--- config.mk ---
export PLATFORM = sky130hd
export DESIGN_NAME = axi_burst_scheduler
export DESIGN_NICKNAME = d
export VERILOG_FILES = /design/src/rtl/axi_sched_pkg.sv /design/src/rtl/axi_ring_ptr.sv /design/src/rtl/axi_burst_scheduler.sv
export SDC_FILE = /design/constraint.sdc
export NUM_CORES = 1
export LEC_CHECK = 0
export BUFFER_PORTS_ARGS = -buffer_cell sky130_fd_sc_hd__buf_2
export CORE_MARGIN = 2
export CORE_UTILIZATION = 55
export DETAILED_ROUTE_END_ITERATION = 10
export PLACE_DENSITY = 0.82
export SLEW_MARGIN = 20
export SYNTH_ARGS = -nofsm -noshare
export SYNTH_HDL_FRONTEND = slang
export SYNTH_SLANG_ARGS = --single-unit
--- constraint.sdc ---
create_clock -name i_axi_clk -period 9 [get_ports i_axi_clk]
set_input_delay 1.35 -clock i_axi_clk [delete_from_list [all_inputs] [get_ports i_axi_clk]]
set_output_delay 1.35 -clock i_axi_clk [all_outputs]
set_load 0.01 [all_outputs]
--- src/rtl/axi_sched_pkg.sv ---
// axi_sched_pkg: FSM encodings and size helpers shared by the burst scheduler files
package axi_sched_pkg;

    localparam logic [2:0] ST_CFG     = 3'd0;
    localparam logic [2:0] ST_IDLE    = 3'd1;
    localparam logic [2:0] ST_WR_CMD  = 3'd2;
    localparam logic [2:0] ST_WR_WAIT = 3'd3;
    localparam logic [2:0] ST_RD_CMD  = 3'd4;
    localparam logic [2:0] ST_RD_WAIT = 3'd5;

    function automatic int burst_bytes(input int beats, input int data_width);
        return beats * data_width / 8;
    endfunction

    // A span with any bit set at or above this position holds more bursts than the fill counter can count
    function automatic int cap_shift(input int bb, input int fill_width);
        return $clog2(bb) + fill_width;
    endfunction

endpackage

--- src/rtl/axi_ring_ptr.sv ---
// axi_ring_ptr: burst-granular ring pointer that wraps from the final address back to the base
module axi_ring_ptr #(
    parameter int P_AW = 32,
    parameter int P_BB = 4096
) (
    input  logic            i_clk,
    input  logic            i_rst,
    input  logic            i_load,
    input  logic [P_AW-1:0] i_base,
    input  logic [P_AW-1:0] i_final,
    input  logic            i_adv,
    output logic [P_AW-1:0] o_ptr
);
    logic [P_AW-1:0] r_ptr;
    logic [P_AW-1:0] w_next;

    assign w_next = r_ptr + P_AW'(P_BB);
    assign o_ptr  = r_ptr;

    always_ff @(posedge i_clk) begin
        if (i_rst)
            r_ptr <= '0;
        else if (i_load)
            r_ptr <= i_base;
        else if (i_adv)
            r_ptr <= (w_next == i_final) ? i_base : w_next;
    end

endmodule

--- src/rtl/axi_burst_scheduler.sv ---
// axi_burst_scheduler: serialises write and read bursts onto one AXI slave used as a circular burst store
module axi_burst_scheduler
    import axi_sched_pkg::*;
#(
    parameter int P_AXI_ADDR_WIDTH = 32,
    parameter int P_AXI_DATA_WIDTH = 128,
    parameter int P_BURST_BEATS    = 256,
    parameter int P_FILL_WIDTH     = 16
) (
    input  logic                        i_axi_clk,
    input  logic                        i_rst,
    input  logic                        i_ddr_init,
    input  logic [P_AXI_ADDR_WIDTH-1:0] i_ring_baddr,
    input  logic [P_AXI_ADDR_WIDTH-1:0] i_ring_faddr,
    input  logic                        i_wr_req,
    output logic                        o_wr_cmd_valid,
    output logic [P_AXI_ADDR_WIDTH-1:0] o_wr_cmd_addr,
    input  logic                        i_wr_cmd_ready,
    input  logic                        i_wr_done,
    input  logic                        i_rd_req,
    output logic                        o_rd_cmd_valid,
    output logic [P_AXI_ADDR_WIDTH-1:0] o_rd_cmd_addr,
    input  logic                        i_rd_cmd_ready,
    input  logic                        i_rd_done,
    output logic                        o_rd_busy,
    output logic                        o_rd_drop,
    output logic [P_FILL_WIDTH-1:0]     o_fill,
    output logic                        o_full,
    output logic                        o_empty,
    output logic                        o_cfg_err
);
    localparam int LP_BB     = burst_bytes(P_BURST_BEATS, P_AXI_DATA_WIDTH);
    localparam int LP_LB     = $clog2(LP_BB);
    localparam int LP_CAP_SH = cap_shift(LP_BB, P_FILL_WIDTH);

    logic [2:0]                  r_state, w_state_nx;
    logic [P_AXI_ADDR_WIDTH-1:0] r_baddr, r_faddr, w_base, w_span, w_wr_ptr, w_rd_ptr;
    logic [P_FILL_WIDTH-1:0]     r_fill, r_cap, w_fill_nx;
    logic                        r_cfg_err, r_rd_pend, r_rd_drop, r_last_wr, r_full, r_empty;
    logic                        w_cfg_go, w_cfg_bad, w_load, w_we, w_re, w_wr_adv, w_rd_adv;

    assign w_span    = i_ring_faddr - i_ring_baddr;
    assign w_cfg_go  = (r_state == ST_CFG) && i_ddr_init && !r_cfg_err;
    assign w_cfg_bad = (i_ring_faddr <= i_ring_baddr) || (i_ring_baddr[LP_LB-1:0] != '0) ||
                       (i_ring_faddr[LP_LB-1:0] != '0) || ((w_span >> LP_CAP_SH) != '0);
    assign w_load    = w_cfg_go && !w_cfg_bad;
    // Pointers load in the same cycle the ring bounds are latched, so take the base straight from the port
    assign w_base    = (r_state == ST_CFG) ? i_ring_baddr : r_baddr;
    assign w_we      = i_wr_req && !r_full;
    assign w_re      = r_rd_pend && !r_empty;
    assign w_wr_adv  = (r_state == ST_WR_WAIT) && i_wr_done;
    assign w_rd_adv  = (r_state == ST_RD_WAIT) && i_rd_done;
    assign w_fill_nx = r_fill + P_FILL_WIDTH'(w_wr_adv) - P_FILL_WIDTH'(w_rd_adv);

    always_comb begin
        w_state_nx = r_state;
        case (r_state)
            ST_CFG:     w_state_nx = w_load ? ST_IDLE : ST_CFG;
            ST_IDLE:    w_state_nx = (w_we && (!w_re || !r_last_wr)) ? ST_WR_CMD : w_re ? ST_RD_CMD : ST_IDLE;
            ST_WR_CMD:  w_state_nx = i_wr_cmd_ready ? ST_WR_WAIT : ST_WR_CMD;
            ST_WR_WAIT: w_state_nx = i_wr_done ? ST_IDLE : ST_WR_WAIT;
            ST_RD_CMD:  w_state_nx = i_rd_cmd_ready ? ST_RD_WAIT : ST_RD_CMD;
            ST_RD_WAIT: w_state_nx = i_rd_done ? ST_IDLE : ST_RD_WAIT;
            default:    w_state_nx = ST_CFG;
        endcase
    end

    always_ff @(posedge i_axi_clk) begin
        if (i_rst) begin
            r_state   <= ST_CFG;
            r_baddr   <= '0;
            r_faddr   <= '0;
            r_cap     <= '0;
            r_cfg_err <= 1'b0;
            r_fill    <= '0;
            r_full    <= 1'b0;
            r_empty   <= 1'b1;
            r_rd_pend <= 1'b0;
            r_rd_drop <= 1'b0;
            r_last_wr <= 1'b0;
        end else begin
            r_state   <= w_state_nx;
            r_rd_drop <= i_rd_req && r_rd_pend;
            if (w_cfg_go) begin
                r_baddr   <= i_ring_baddr;
                r_faddr   <= i_ring_faddr;
                r_cap     <= P_FILL_WIDTH'(w_span >> LP_LB);
                r_cfg_err <= w_cfg_bad;
            end
            if (i_rd_req && !r_rd_pend)
                r_rd_pend <= 1'b1;
            else if (w_rd_adv)
                r_rd_pend <= 1'b0;
            if ((r_state == ST_IDLE) && (w_state_nx != ST_IDLE))
                r_last_wr <= (w_state_nx == ST_WR_CMD);
            r_fill  <= w_fill_nx;
            r_full  <= (r_state != ST_CFG) && (w_fill_nx == r_cap);
            r_empty <= (w_fill_nx == '0);
        end
    end

    axi_ring_ptr #(.P_AW(P_AXI_ADDR_WIDTH), .P_BB(LP_BB)) u_wr_ptr (
        .i_clk(i_axi_clk), .i_rst(i_rst), .i_load(w_load), .i_base(w_base),
        .i_final(r_faddr), .i_adv(w_wr_adv), .o_ptr(w_wr_ptr)
    );

    axi_ring_ptr #(.P_AW(P_AXI_ADDR_WIDTH), .P_BB(LP_BB)) u_rd_ptr (
        .i_clk(i_axi_clk), .i_rst(i_rst), .i_load(w_load), .i_base(w_base),
        .i_final(r_faddr), .i_adv(w_rd_adv), .o_ptr(w_rd_ptr)
    );

    assign o_wr_cmd_valid = (r_state == ST_WR_CMD);
    assign o_wr_cmd_addr  = w_wr_ptr;
    assign o_rd_cmd_valid = (r_state == ST_RD_CMD);
    assign o_rd_cmd_addr  = w_rd_ptr;
    assign o_rd_busy      = r_rd_pend;
    assign o_rd_drop      = r_rd_drop;
    assign o_fill         = r_fill;
    assign o_full         = r_full;
    assign o_empty        = r_empty;
    assign o_cfg_err      = r_cfg_err;

endmodule

==> results.md <==
- Worst-margin pin slew: 1.01 ns
- Detailed placement HPWL: 29.2 mm
- Combined global-route utilization of all metal layers: 33.8%
- Non-filler cells, final: 1932
- Number of DRC markers in iteration 0: between 1000 and 1500
- Fill cell total of the finished layout: roughly 1900
- Worst Hold Depth: 2
- First-pass GRT wire length: around 60 mm
- Cell count of the worst reg-to-reg path: 17
- Number of buffers inserted by hold repair at cts: 0
- Initial antenna violation count: 1
- DIE WIDTH: approximately 150 um
- Final sum of negative setup slack: 0 ns
- Average detailed-routed wire length per instance: 20.1 um
- Clock root buffer: clkbuf_16
- Final setup violation count: 0
- Sequential fraction of the synthesis area: 28.6%
- Max-Slew Margin vs Limit: 32.7%
- Via-to-Cell Ratio: 6.26
- Remaining antenna violation count after routing: 0
- Data required, critical path: 9.36 ns
- Worst-path clk slew: 0.08 ns
- Fraction of layout instances using a drive strength above 1: 14.3%
- Final clock skew: between 0.01 and 0.015 ns
- Total area of multi-input combinational cells: 7780 um2
- Final instance area: 13300 um2
- Placement Cell Area: 12700 um2
- Maximum root-to-sink buffer count: 2
- Number of gates resized after CTS: 0
- Post-CTS Repair Setup Buffers: 0
- Routed via count: between 10000 and 15000
- TritonCTS clock tree: built
- Number of synthesized flops with an enable pin: 0
- Number of global-route vias before repair: 11000
- Final count of pins violating max slew: 0
- Ratio of total power to cell area: roughly 150 nW/um2
- Area of the die: 22700 um2
- Type of destination of the critical path: register
- Total detailed-routing wirelength: 38.7 mm
- Final global-route overflow total: 0
- Unrepaired setup endpoints after global routing: no
- Number of nets produced by synthesis: 1673
- Crit path time final: 6.05 ns
- Type of the worst min-delay path: register to register
- Post-layout nets: 1768
- Summed instance area of the synthesized netlist: 11800 um2
- Share of synthesized flip-flops with an asynchronous set or reset: 0%
- Count of buffers inserted at the top-level ports: 159
- Final cycle utilization of the critical path: between 60% and 70%
- Pin count of the biggest net entering global routing: 86
- Count of mapped cells out of synthesis: 1549
- Final estimated routing congestion in global placement: 1.03
- Skew-Pair Late Insertion Delay: 0.44 ns
- ANT cells: 0
- Pleak: 0.00562 uW
- Initial Util: 56.1%
- Core outline area: 21100 um2
- Mean area per synthesized cell: 7.64 um2
- Number of ports placed on the die boundary: 160
- Area growth from synthesis to final layout: 12.1%
- Type of the worst setup path: primary input to register
- Total DRC errors in the routed layout: 0
- Startpoint class of the critical path: primary input
- Crit path DAT: 6.40 ns
- Worst vdd rail ir drop: approximately 130 uV
- Count of yosys warnings during synthesis: 0
- Row Count: 53
- First-pass detailed-route iteration total: 6
- CTS sink count: roughly 170
- Height of the die: 151 um
- Number of cells in the design after placement: 1900
- Synth Flop Type: dfxtp_1
- Worst Path Max Fanout: 18
- Most common cell after layout, fill and taps aside: nand2_1
- Setup WS post-layout: between 2 and 3 ns
- Max Freq: ~170 MHz
- Final hold violations: 0
- Maximum level of the CTS H-tree: 4
- Post-Place Worst Slack: 2.65 ns
- Area taken by flip-flops and latches: ~3400 um2
- Commonest cells after routing, fill and taps aside: 210 x nand2_1, 170 x a21oi_1, 169 x dfxtp_1, 158 x buf_2, 109 x nor2_1
- Number of library cell types mapped by synthesis: 90
- Status: completed
- Clock buffers created by TritonCTS: 17
- Count of state elements after synthesis: 169
- Post-route total power: 1960 uW
- Max Cap Viol: 0
## cell usage after synthesis (all sizes together), types with 12 or more instances
master / number / share of area [%]
nor2: 111 / 3.5
xor2: 59 / 4.4
a211oi: 50 / 3.3
buf: 33 / 1.5
o21ai: 46 / 2.0
inv: 76 / 2.4
xnor2: 65 / 4.8
nor3: 31 / 1.4
and2: 12 / 0.63
mux2i: 41 / 3.5
clkbuf: 59 / 1.9
nand3: 43 / 1.9
nand2: 210 / 6.7
a21oi: 172 / 7.3
nand4: 30 / 1.6
nor4: 43 / 2.6
ha: 50 / 5.3
a21o: 27 / 1.7
dfxtp: 169 / 29
nand2b: 12 / 0.63
nor2b: 23 / 1.2
## metrics by stage
stage | util [%] | hold WS [ns]
final | 62.9 | 0.452
after global routing | 62.9 | 0.475
after CTS | 62.9 | 0.456
after detailed placement | 60.0 | 0.446
after global placement | 60.0 | 0.440
after floorplan | - | 0.434
## per-layer routing
metal  vias up  share of wire (%)  global-route usage [%]  wire [um]
li1       5744                  -                       -          -
met5         -              0.015                       0          6
met3       100                9.4                    6.79       3620
met4         2                4.1                    14.1       1580
met2       613                 44                    52.3      17000
met1      5643                 43                    45.9      16500
## path summary, 6_finish.rpt
| check | slack (ns) | startpoint | to |
|---|---|---|---|
| setup / recovery | 2.95 | i_wr_done | o_full$_SDFF_PP0_ |
| hold / removal | 0.45 | r_baddr[12]$_SDFFE_PP0P_ | r_baddr[12]$_SDFFE_PP0P_ |
| setup reg to reg | 3.18 | r_state[0]$_SDFF_PP0_ | o_full$_SDFF_PP0_ |
| hold reg to reg | 0.45 | r_baddr[12]$_SDFFE_PP0P_ | r_baddr[12]$_SDFFE_PP0P_ |
## where the power goes
part	leakage, uW	switching (uW)	internal (uW)	total, uW
sequential	0.00138	29.4	779	809
combinational	0.00394	229	147	376
clock	0.000299	366	408	774
## flip-flops by register name, indices dropped and copies added, names as in the netlist
register and cells:
o_cfg_err 1, o_fill 16, r_baddr 32, u_wr_ptr.o_ptr 32
r_state 3, o_rd_drop 1, o_empty 1, r_faddr 32
u_rd_ptr.o_ptr 32, o_full 1, r_cap 16, o_rd_busy 1
r_last_wr 1
## layout make-up
| class | count | share of cell area, % |
|---|---|---|
| Clock buffer | 18 | 3.31 |
| Clock inverter | 14 | 1.30 |
| Inverter | 77 | 2.18 |
| Multi-Input combinational cell | 1211 | 58.6 |
| Sequential cell | 169 | 25.5 |
| Tap cell | 275 | 2.59 |
| Timing Repair Buffer | 168 | 6.52 |
## kinds of logic (layout without fill, tap and decap cells)
kind of cell | after synthesis | count (layout) | synth area share (%)
muxes | 49 | 49 | 4.29
buffers and inverters | 169 | 277 | 5.84
xor gates and xnor gates | 125 | 125 | 9.36
and+or+nand+nor | 578 | 578 | 24.1
AOI/OAI and AO/OA | 408 | 408 | 22.4
adders and majority gates | 51 | 51 | 5.45
DFF | 169 | 169 | 28.6
## critical path, stage by stage
cell      delay (ns)
buf_2           0.09
and3_1          0.54
clkinv_1        0.84
ha_1            0.58
inv_1           0.04
ha_1            0.20
fa_1            0.42
a21o_1          0.20
a21oi_1         0.33
o21a_1          0.18
o21bai_1        0.08
xnor2_1         0.27
xnor2_1         0.11
nor3_1          0.28
nand4_1         0.15
or4_1           0.52
nor4_1          0.22
Power figures use the tool's default switching activity.
